**src/rtl/mem_responder.sv**
```systemverilog
// mem_responder: byte-wide RAM slave on a 16-bit address bus.
// An accepted hit is held for WAIT cycles, then performs one read or write.
// A decode miss completes at once with err set. dbo, rdy and err are registered.
module mem_responder #(
  parameter int          AW   = 8,
  parameter logic [15:0] BASE = 16'h0000,
  parameter int          WAIT = 2
) (
  input  logic        clk,
  input  logic        rst,
  input  logic [15:0] abi,
  input  logic [7:0]  dbi,
  input  logic        req,
  input  logic        we,
  output logic [7:0]  dbo,
  output logic        rdy,
  output logic        err,
  output logic        busy
);

  localparam int          DEPTH = 1 << AW;
  // The limit is 17 bits wide so that AW = 16 (a 64 KiB window) still compares correctly.
  localparam logic [16:0] LIMIT = 17'(DEPTH);

  typedef enum logic {
    IDLE = 1'b0,
    BUSY = 1'b1
  } state_t;

  // Hit test. The offset is compared only after the lower bound has been
  // checked, so an address below BASE can never wrap into the window.
  function automatic logic decode_hit(input logic [15:0] a);
    logic [15:0] off;
    off = a - BASE;
    return (a >= BASE) && ({1'b0, off} < LIMIT);
  endfunction

  // RAM index of an address that is already known to be a hit.
  function automatic logic [AW-1:0] decode_index(input logic [15:0] a);
    logic [15:0] off;
    off = a - BASE;
    return off[AW-1:0];
  endfunction

  state_t        state, state_nxt;
  logic [3:0]    cnt, cnt_nxt;
  logic          hit;
  logic          accept;
  logic          finish;

  // Request snapshot. After acceptance the bus inputs are ignored, so the
  // access that is in flight uses only these registers.
  logic [AW-1:0] idx_l;
  logic [7:0]    dat_l;
  logic          we_l;

  logic [7:0]    ram [DEPTH];

  assign hit    = decode_hit(abi);
  assign accept = (state == IDLE) && req;
  assign finish = (state == BUSY) && (cnt == 4'd0);
  assign busy   = (state == BUSY);

  // Next-state logic. Only a hit enters BUSY; a miss is answered directly from IDLE.
  always_comb begin
    state_nxt = state;
    cnt_nxt   = cnt;
    case (state)
      IDLE: begin
        if (req && hit) begin
          state_nxt = BUSY;
          cnt_nxt   = 4'(WAIT);
        end
      end
      BUSY: begin
        if (cnt != 4'd0) begin
          cnt_nxt = cnt - 4'd1;
        end else begin
          state_nxt = IDLE;
        end
      end
      default: begin
        state_nxt = IDLE;
        cnt_nxt   = 4'd0;
      end
    endcase
  end

  // State and wait counter. Reset drops any access in flight.
  always_ff @(posedge clk or posedge rst) begin
    if (rst) begin
      state <= IDLE;
      cnt   <= 4'd0;
    end else begin
      state <= state_nxt;
      cnt   <= cnt_nxt;
    end
  end

  // Capture address, data and direction when a hit is accepted.
  always_ff @(posedge clk) begin
    if (accept && hit) begin
      idx_l <= decode_index(abi);
      dat_l <= dbi;
      we_l  <= we;
    end
  end

  // RAM write port. Its contents survive reset.
  always_ff @(posedge clk) begin
    if (finish && we_l) begin
      ram[idx_l] <= dat_l;
    end
  end

  // Completion outputs. rdy and err are single-cycle pulses; dbo changes only
  // on a read completion or a read miss.
  always_ff @(posedge clk or posedge rst) begin
    if (rst) begin
      rdy <= 1'b0;
      err <= 1'b0;
      dbo <= 8'h00;
    end else begin
      rdy <= 1'b0;
      err <= 1'b0;
      if (finish) begin
        rdy <= 1'b1;
        if (!we_l) begin
          dbo <= ram[idx_l];
        end
      end else if (accept && !hit) begin
        rdy <= 1'b1;
        err <= 1'b1;
        if (!we) begin
          dbo <= 8'hFF;
        end
      end
    end
  end

endmodule

```
**config.mk**
```make
export PLATFORM = sky130hd
export DESIGN_NAME = mem_responder
export DESIGN_NICKNAME = d
export VERILOG_FILES = /design/src/rtl/mem_responder.sv
export SDC_FILE = /design/constraint.sdc
export NUM_CORES = 2
export LEC_CHECK = 0
export CAP_MARGIN = 20
export CORE_MARGIN = 2
export CORE_UTILIZATION = 55
export DETAILED_ROUTE_END_ITERATION = 10
export PLACE_DENSITY = 0.71
export SLEW_MARGIN = 20
export SYNTH_ARGS = -nofsm -noshare
export SYNTH_HDL_FRONTEND = slang
export SYNTH_SLANG_ARGS = --single-unit
```
**constraint.sdc**
```tcl
create_clock -name clk -period 6.2 [get_ports clk]
set_clock_uncertainty 0.1 [all_clocks]
set_input_delay 0.62 -clock clk [delete_from_list [all_inputs] [get_ports clk]]
set_output_delay 0.62 -clock clk [all_outputs]
set_load 0.02 [all_outputs]
```
Word level (Yosys, flattened, before mapping)
Memory sizes are Yosys's and may differ from the RTL's. A register that Yosys moved wholly into a read port is not among the register bits.
Cells that the tools add are included.
{"block": "op_classes", "addsub": 1, "order_cmp": 2, "n_eq_ne": 4, "muxes": 16, "bitwise": 1, "n_reduce_logical": 13}
{"op": "8-bit 2-to-1 mux", "n": 5}
{"op": "16-bit by 1-bit >= comparator with 1-bit output, second input constant", "n": 1}
{"op": "16-bit by 9-bit < comparator with 1-bit output, second input constant", "n": 1}
{"op": "4-bit 2-to-1 mux", "n": 2}
{"op": "4-bit case mux with 2 select lines", "n": 1}
{"op": "1-bit logical AND", "n": 7}
{"op": "1-bit 2-to-1 mux", "n": 7}
{"op": "2-bit by 1-bit != test with 1-bit output, second input constant", "n": 3}
{"op": "4-bit logical NOT", "n": 1}
{"op": "4-bit nonzero test", "n": 1}
{"op": "4-bit by 1-bit subtractor with 4-bit output, second input constant", "n": 1}
{"op": "3-bit AND reduction", "n": 1}
{"op": "2-bit != test, second input constant", "n": 1}
{"op": "1-bit case mux with 2 select lines", "n": 1}
{"op": "2-bit AND reduction", "n": 1}
{"op": "2-bit nonzero test", "n": 1}
{"op": "1-bit logical NOT", "n": 1}
{"op": "1-bit NOT", "n": 1}
{"block": "totals", "register_bits": 32, "ramBits": 2048, "inputBits": 28, "out_inout_bits": 11, "wordCells": 46, "n_memories": 1}
{"memory": "ram", "depth": 256, "width": 8, "rd": 1, "rd_ports_with_merged_regs": 1, "write_ports": 1, "line": "57", "rtl": "logic [7:0] ram [DEPTH];"}

Depth between registers and ports, before layout
{"block": "logic_depth", "ltp_word": 6, "depth_mapped": 13, "mapped_depth_nobuf": 9}

Worst setup path before layout
Ideal clock, no wire load.
{"block": "synth_path", "kind": "reg2reg", "from": "reg dat_l[0]", "to": "mem ram[0][0] (data pin)", "setup_time_ns": 0.817, "arrival_time_ns": 3.228, "required_time_ns": 5.283, "path_slack_ns": 2.054, "stages_incl_launch_ff": 1, "path_buffers": 0, "synth_period_minus_slack_ns": 4.146, "path_cell_list": "edfxtp_1"}
{"element": "start: declaration", "line": "54", "rtl": "logic [7:0] dat_l;"}
{"element": "start signal: assignment", "line": "104", "rtl": "dat_l <= dbi;"}
{"element": "end: declaration", "line": "57"}
No word-level cell before the write port.

==> impl_metrics.xml <==
<?xml version="1.0" encoding="UTF-8"?>
<metrics>
  <group name="die">
    <metric name="coreArea" unit="sq um">148000</metric>
    <metric name="die_area" unit="sq um">152000</metric>
    <metric name="starting_density" unit="">0.555</metric>
    <metric name="fp-row-count" unit="">141</metric>
    <metric name="die_y" unit="um">390</metric>
    <metric name="boundaryPins" unit="">39</metric>
    <metric name="dieWidth" unit="um">390</metric>
  </group>
  <group name="timing">
    <metric name="fin_tns_setup" unit="ns">0</metric>
    <metric name="period_minus_slack" unit="ns">4.49</metric>
    <metric name="hold_viol_final" unit="">0</metric>
    <metric name="worst_slew_margin" unit="">0.147</metric>
    <metric name="setup_viol" unit="">0</metric>
    <metric name="finalMaxSlewViolations" unit="">0</metric>
    <metric name="max_freq" unit="GHz">0.223</metric>
    <metric name="timing_worst_slew_pin_value" unit="ns">1.28</metric>
    <metric name="period_share" unit="">0.724</metric>
    <metric name="rsz0062_at_grt" unit="">no</metric>
  </group>
  <group name="power_and_ir_drop">
    <metric name="power.density" unit="nW/um^2">305</metric>
    <metric name="net-switching-power" unit="mW">5.40</metric>
    <metric name="irDropWorstVdd" unit="V">0.000293</metric>
    <metric name="cellLeakagePower" unit="nW">29.0</metric>
    <metric name="netSwitchingFraction" unit="">0.195</metric>
    <metric name="power.sequential.fraction" unit="">0.554</metric>
    <metric name="cellInternalPower" unit="mW">22.3</metric>
    <metric name="post-layout-total-power" unit="mW">27.7</metric>
    <metric name="pwr-share-comb" unit="">0.007</metric>
    <metric name="pwr-share-clk" unit="">0.438</metric>
  </group>
  <group name="clocking">
    <metric name="clock_latency" unit="ns">0.84</metric>
    <metric name="clock_sinks" unit="">2088</metric>
    <metric name="max-clock-path-buffers" unit="">3</metric>
    <metric name="cts_setup_buffers" unit="">0</metric>
    <metric name="post_cts_resize_count" unit="">0</metric>
    <metric name="cts_hold_buf" unit="">0</metric>
    <metric name="cts_root_buffer" unit="">sky130_fd_sc_hd__clkbuf_16</metric>
    <metric name="clk_pin_slew" unit="ns">0.06</metric>
    <metric name="clock_buffer_count_from_cts" unit="">200</metric>
    <metric name="tritoncts_clock_tree" unit="">built</metric>
    <metric name="cts.htree.levels" unit="">4</metric>
  </group>
  <group name="worst_setup_path">
    <metric name="worst_ep_arrival_time" unit="ns">5.09</metric>
    <metric name="timing.critical_path.slowest_cell_delay" unit="ns">1.03</metric>
    <metric name="worstSetupStartpointType" unit="">register</metric>
    <metric name="end_kind" unit="">register</metric>
    <metric name="timing.critical_path.cells" unit="">buf_12 -&gt; buf_4 -&gt; buf_4 -&gt; mux2i_1 -&gt; o221ai_1 -&gt; a21oi_1 -&gt; nor2_1 -&gt; a2111oi_0 -&gt; buf_4 -&gt; or4_1 -&gt; nor4_1</metric>
    <metric name="worst-path-max-fanout" unit="">57</metric>
    <metric name="cp_common_cell" unit="">sky130_fd_sc_hd__buf_4</metric>
    <metric name="crit_required" unit="ns">6.80</metric>
    <metric name="timing.setup.critical_path_class" unit="">register to register</metric>
    <metric name="slowest_stage" unit="">sky130_fd_sc_hd__a2111oi_0</metric>
  </group>
  <group name="global_routing">
    <metric name="grt_overflow_total" unit="">0</metric>
    <metric name="grt_pass1_wl" unit="um">296000</metric>
    <metric name="vias_in_the_first_global_route" unit="">41600</metric>
    <metric name="grt_start_max_net_pins" unit="">221</metric>
    <metric name="track_usage" unit="">0.270</metric>
    <metric name="grt_antenna_before_repair" unit="">11</metric>
  </group>
  <group name="yosys">
    <metric name="synth_seq_area_share" unit="">0.762</metric>
    <metric name="synthDistinctLibCells" unit="">66</metric>
    <metric name="postSynthAreaPerCell" unit="sq um">19.4</metric>
    <metric name="synth_enable_flop_cells" unit="">2065</metric>
    <metric name="yosys_warnings" unit="">0</metric>
    <metric name="syn-cell-area" unit="sq um">82100</metric>
    <metric name="syn_nets" unit="">4252</metric>
    <metric name="ys_async_sr_fraction" unit="">0.00718</metric>
    <metric name="synthCells" unit="">4223</metric>
    <metric name="ys_seq_elements" unit="">2088</metric>
    <metric name="postSynth.topFlopCell" unit="">sky130_fd_sc_hd__edfxtp_1</metric>
  </group>
  <group name="final_layout">
    <metric name="final_layout_size_suffix_gt1_frac" unit="">0.143</metric>
    <metric name="layout.nets" unit="">4326</metric>
    <metric name="layout.filler_cells" unit="">10000</metric>
    <metric name="final-seq-area" unit="sq um">62600</metric>
    <metric name="area_growth" unit="%">10.4</metric>
    <metric name="mostFrequentLayoutCell" unit="">sky130_fd_sc_hd__edfxtp_1</metric>
    <metric name="most-common-layout-cells" unit="">2065 x sky130_fd_sc_hd__edfxtp_1, 484 x sky130_fd_sc_hd__mux2i_1, 309 x sky130_fd_sc_hd__nor2_1</metric>
    <metric name="post_route_insts_no_fill" unit="">6395</metric>
    <metric name="multiInputGateArea" unit="sq um">17800</metric>
  </group>
  <group name="route">
    <metric name="vias" unit="">42700</metric>
    <metric name="first_iter_violations" unit="">5875</metric>
    <metric name="vias_per_cell" unit="">6.68</metric>
    <metric name="firstDrtPassIters" unit="">6</metric>
    <metric name="finalWirelength" unit="um">206000</metric>
    <metric name="drt-wirelength-per-cell" unit="um">32.2</metric>
    <metric name="drtAntennaViolNets" unit="">0</metric>
    <metric name="detail_route.drc_violations" unit="">0</metric>
  </group>
  <group name="place">
    <metric name="port_buffers" unit="">38</metric>
    <metric name="dp_hpwl" unit="um">123000</metric>
    <metric name="gp_congestion" unit="">0.939</metric>
    <metric name="dpl.cell_count" unit="">6023</metric>
  </group>
  <group name="status">
    <metric name="outcome" unit="">finished clean</metric>
  </group>
  <group name="run">
    <metric name="maxCapViolations" unit="">0</metric>
  </group>
  <group name="min_path">
    <metric name="hold_path_class" unit="">primary input to register</metric>
  </group>
</metrics>
stage by stage:
stage	util	hold slack, ns	setup WS, ns	cell area (sq um)
after floorplan	-	0.380	2.05	82100
after global placement	0.568	0.410	1.55	84100
after detailed placement	0.568	0.442	1.85	84100
after CTS	0.612	0.176	1.82	90600
after global routing	0.613	0.210	1.61	90700
final	0.613	0.236	1.71	90700
kinds of logic after synthesis:
| family | after synthesis | share of synthesized area |
|---|---|---|
| flops | 2088 | 0.762 |
| mux | 764 | 0.138 |
| simple gates | 567 | 0.0309 |
| compound gates | 527 | 0.0471 |
| buf+inv | 274 | 0.0222 |
| xor+xnor | 2 | 0.000213 |
| fa+ha+maj | 1 | 0.000152 |
final cells by class:
cell class,instances,share of cell area
flip-flops and latches,2088,0.690
well taps,1930,0.0266
clock buffers,251,0.0587
multi-input cells,1861,0.196
diodes,2,0.0000552
repair buffers,125,0.0145
clock inverters,117,0.0129
inverters,21,0.000911
layer usage:
| layer | up-vias | wire length (um) | GRT usage |
|---|---|---|---|
| li1 | 17700 | - | - |
| met1 | 22000 | 79600 | 0.384 |
| met2 | 2543 | 95200 | 0.410 |
| met3 | 413 | 22200 | 0.0605 |
| met4 | 4 | 8730 | 0.107 |
| met5 | - | 27 | 0 |
flip-flops by register name (all words and copies together), names as in the netlist, named ones only:
name   flops
busy       1
cnt        4
dat_l      8
dbo        8
err        1
idx_l      8
ram     2048
rdy        1
we_l       1
path summary, 6_finish.rpt:
path	from	endpoint	slack [ns]	depth (start not counted)
min in group asynchronous	rst	cnt[3]	0.31	2
max in group asynchronous	rst	rdy	5.19	2
worst max register to register	register	dbo[7]	1.71	11
worst min register to register	cnt[0]	cnt[0]	0.45	1
worst min-delay path	dbi[2]	dat_l[2]	0.24	1
worst max-delay path	register	dbo[7]	1.71	11
cells in the mapped netlist (5+ instances only):
cell,instances,area [sq um]
sky130_fd_sc_hd__edfxtp_1,2065,62000
sky130_fd_sc_hd__mux2i_1,484,4840
sky130_fd_sc_hd__nor2_1,314,1180
sky130_fd_sc_hd__mux4_2,239,5380
sky130_fd_sc_hd__o221ai_1,198,1730
sky130_fd_sc_hd__clkbuf_1,113,424
sky130_fd_sc_hd__o22ai_1,103,644
sky130_fd_sc_hd__a21oi_1,86,430
sky130_fd_sc_hd__nor3_1,70,350
sky130_fd_sc_hd__nand2_1,69,259
sky130_fd_sc_hd__buf_6,53,597
sky130_fd_sc_hd__mux4_1,41,1080
sky130_fd_sc_hd__buf_2,35,175
sky130_fd_sc_hd__a211oi_1,32,240
sky130_fd_sc_hd__o21ai_0,27,135
sky130_fd_sc_hd__inv_1,21,78.8
sky130_fd_sc_hd__nor2b_1,18,113
sky130_fd_sc_hd__nand3_1,17,85.1
sky130_fd_sc_hd__buf_4,16,120
sky130_fd_sc_hd__a31oi_1,15,93.8
sky130_fd_sc_hd__dfrtp_1,15,375
sky130_fd_sc_hd__nor4_1,15,93.8
sky130_fd_sc_hd__o32ai_1,15,131
sky130_fd_sc_hd__nand4_1,14,87.6
sky130_fd_sc_hd__buf_1,13,48.8
sky130_fd_sc_hd__a221oi_1,12,105
sky130_fd_sc_hd__a22oi_1,11,82.6
sky130_fd_sc_hd__buf_12,10,200
sky130_fd_sc_hd__dfxtp_1,8,160
sky130_fd_sc_hd__nand2b_1,8,50.1
sky130_fd_sc_hd__buf_8,7,105
sky130_fd_sc_hd__a2111oi_0,6,52.6
sky130_fd_sc_hd__and3_1,5,31.3
sky130_fd_sc_hd__clkbuf_8,5,68.8
sky130_fd_sc_hd__nor3b_1,5,37.5
sky130_fd_sc_hd__o2111ai_1,5,43.8
sky130_fd_sc_hd__or2_2,5,31.3
sky130_fd_sc_hd__or3_1,5,31.3
power groups by stage:
stage               registers [mW]  logic (mW)  clock network [mW]
floorplan                     15.6      0.0966                   0
global placement              15.6       0.200                   0
detailed placement            15.6       0.204                   0
CTS                           15.3       0.205                12.2
global route                  15.3       0.219                12.7
finish                        15.3       0.207                12.1
worst max-delay path: cells and delay by family (launching register included):
kind | cells | cell delay (ns)
AOI/OAI and AO/OA | 3 | 1.48
buffers and inverters | 4 | 1.34
DFF | 1 | 0.91
muxes | 1 | 0.21
and+or+nand+nor | 3 | 0.26
Power figures use the tool's default switching activity.
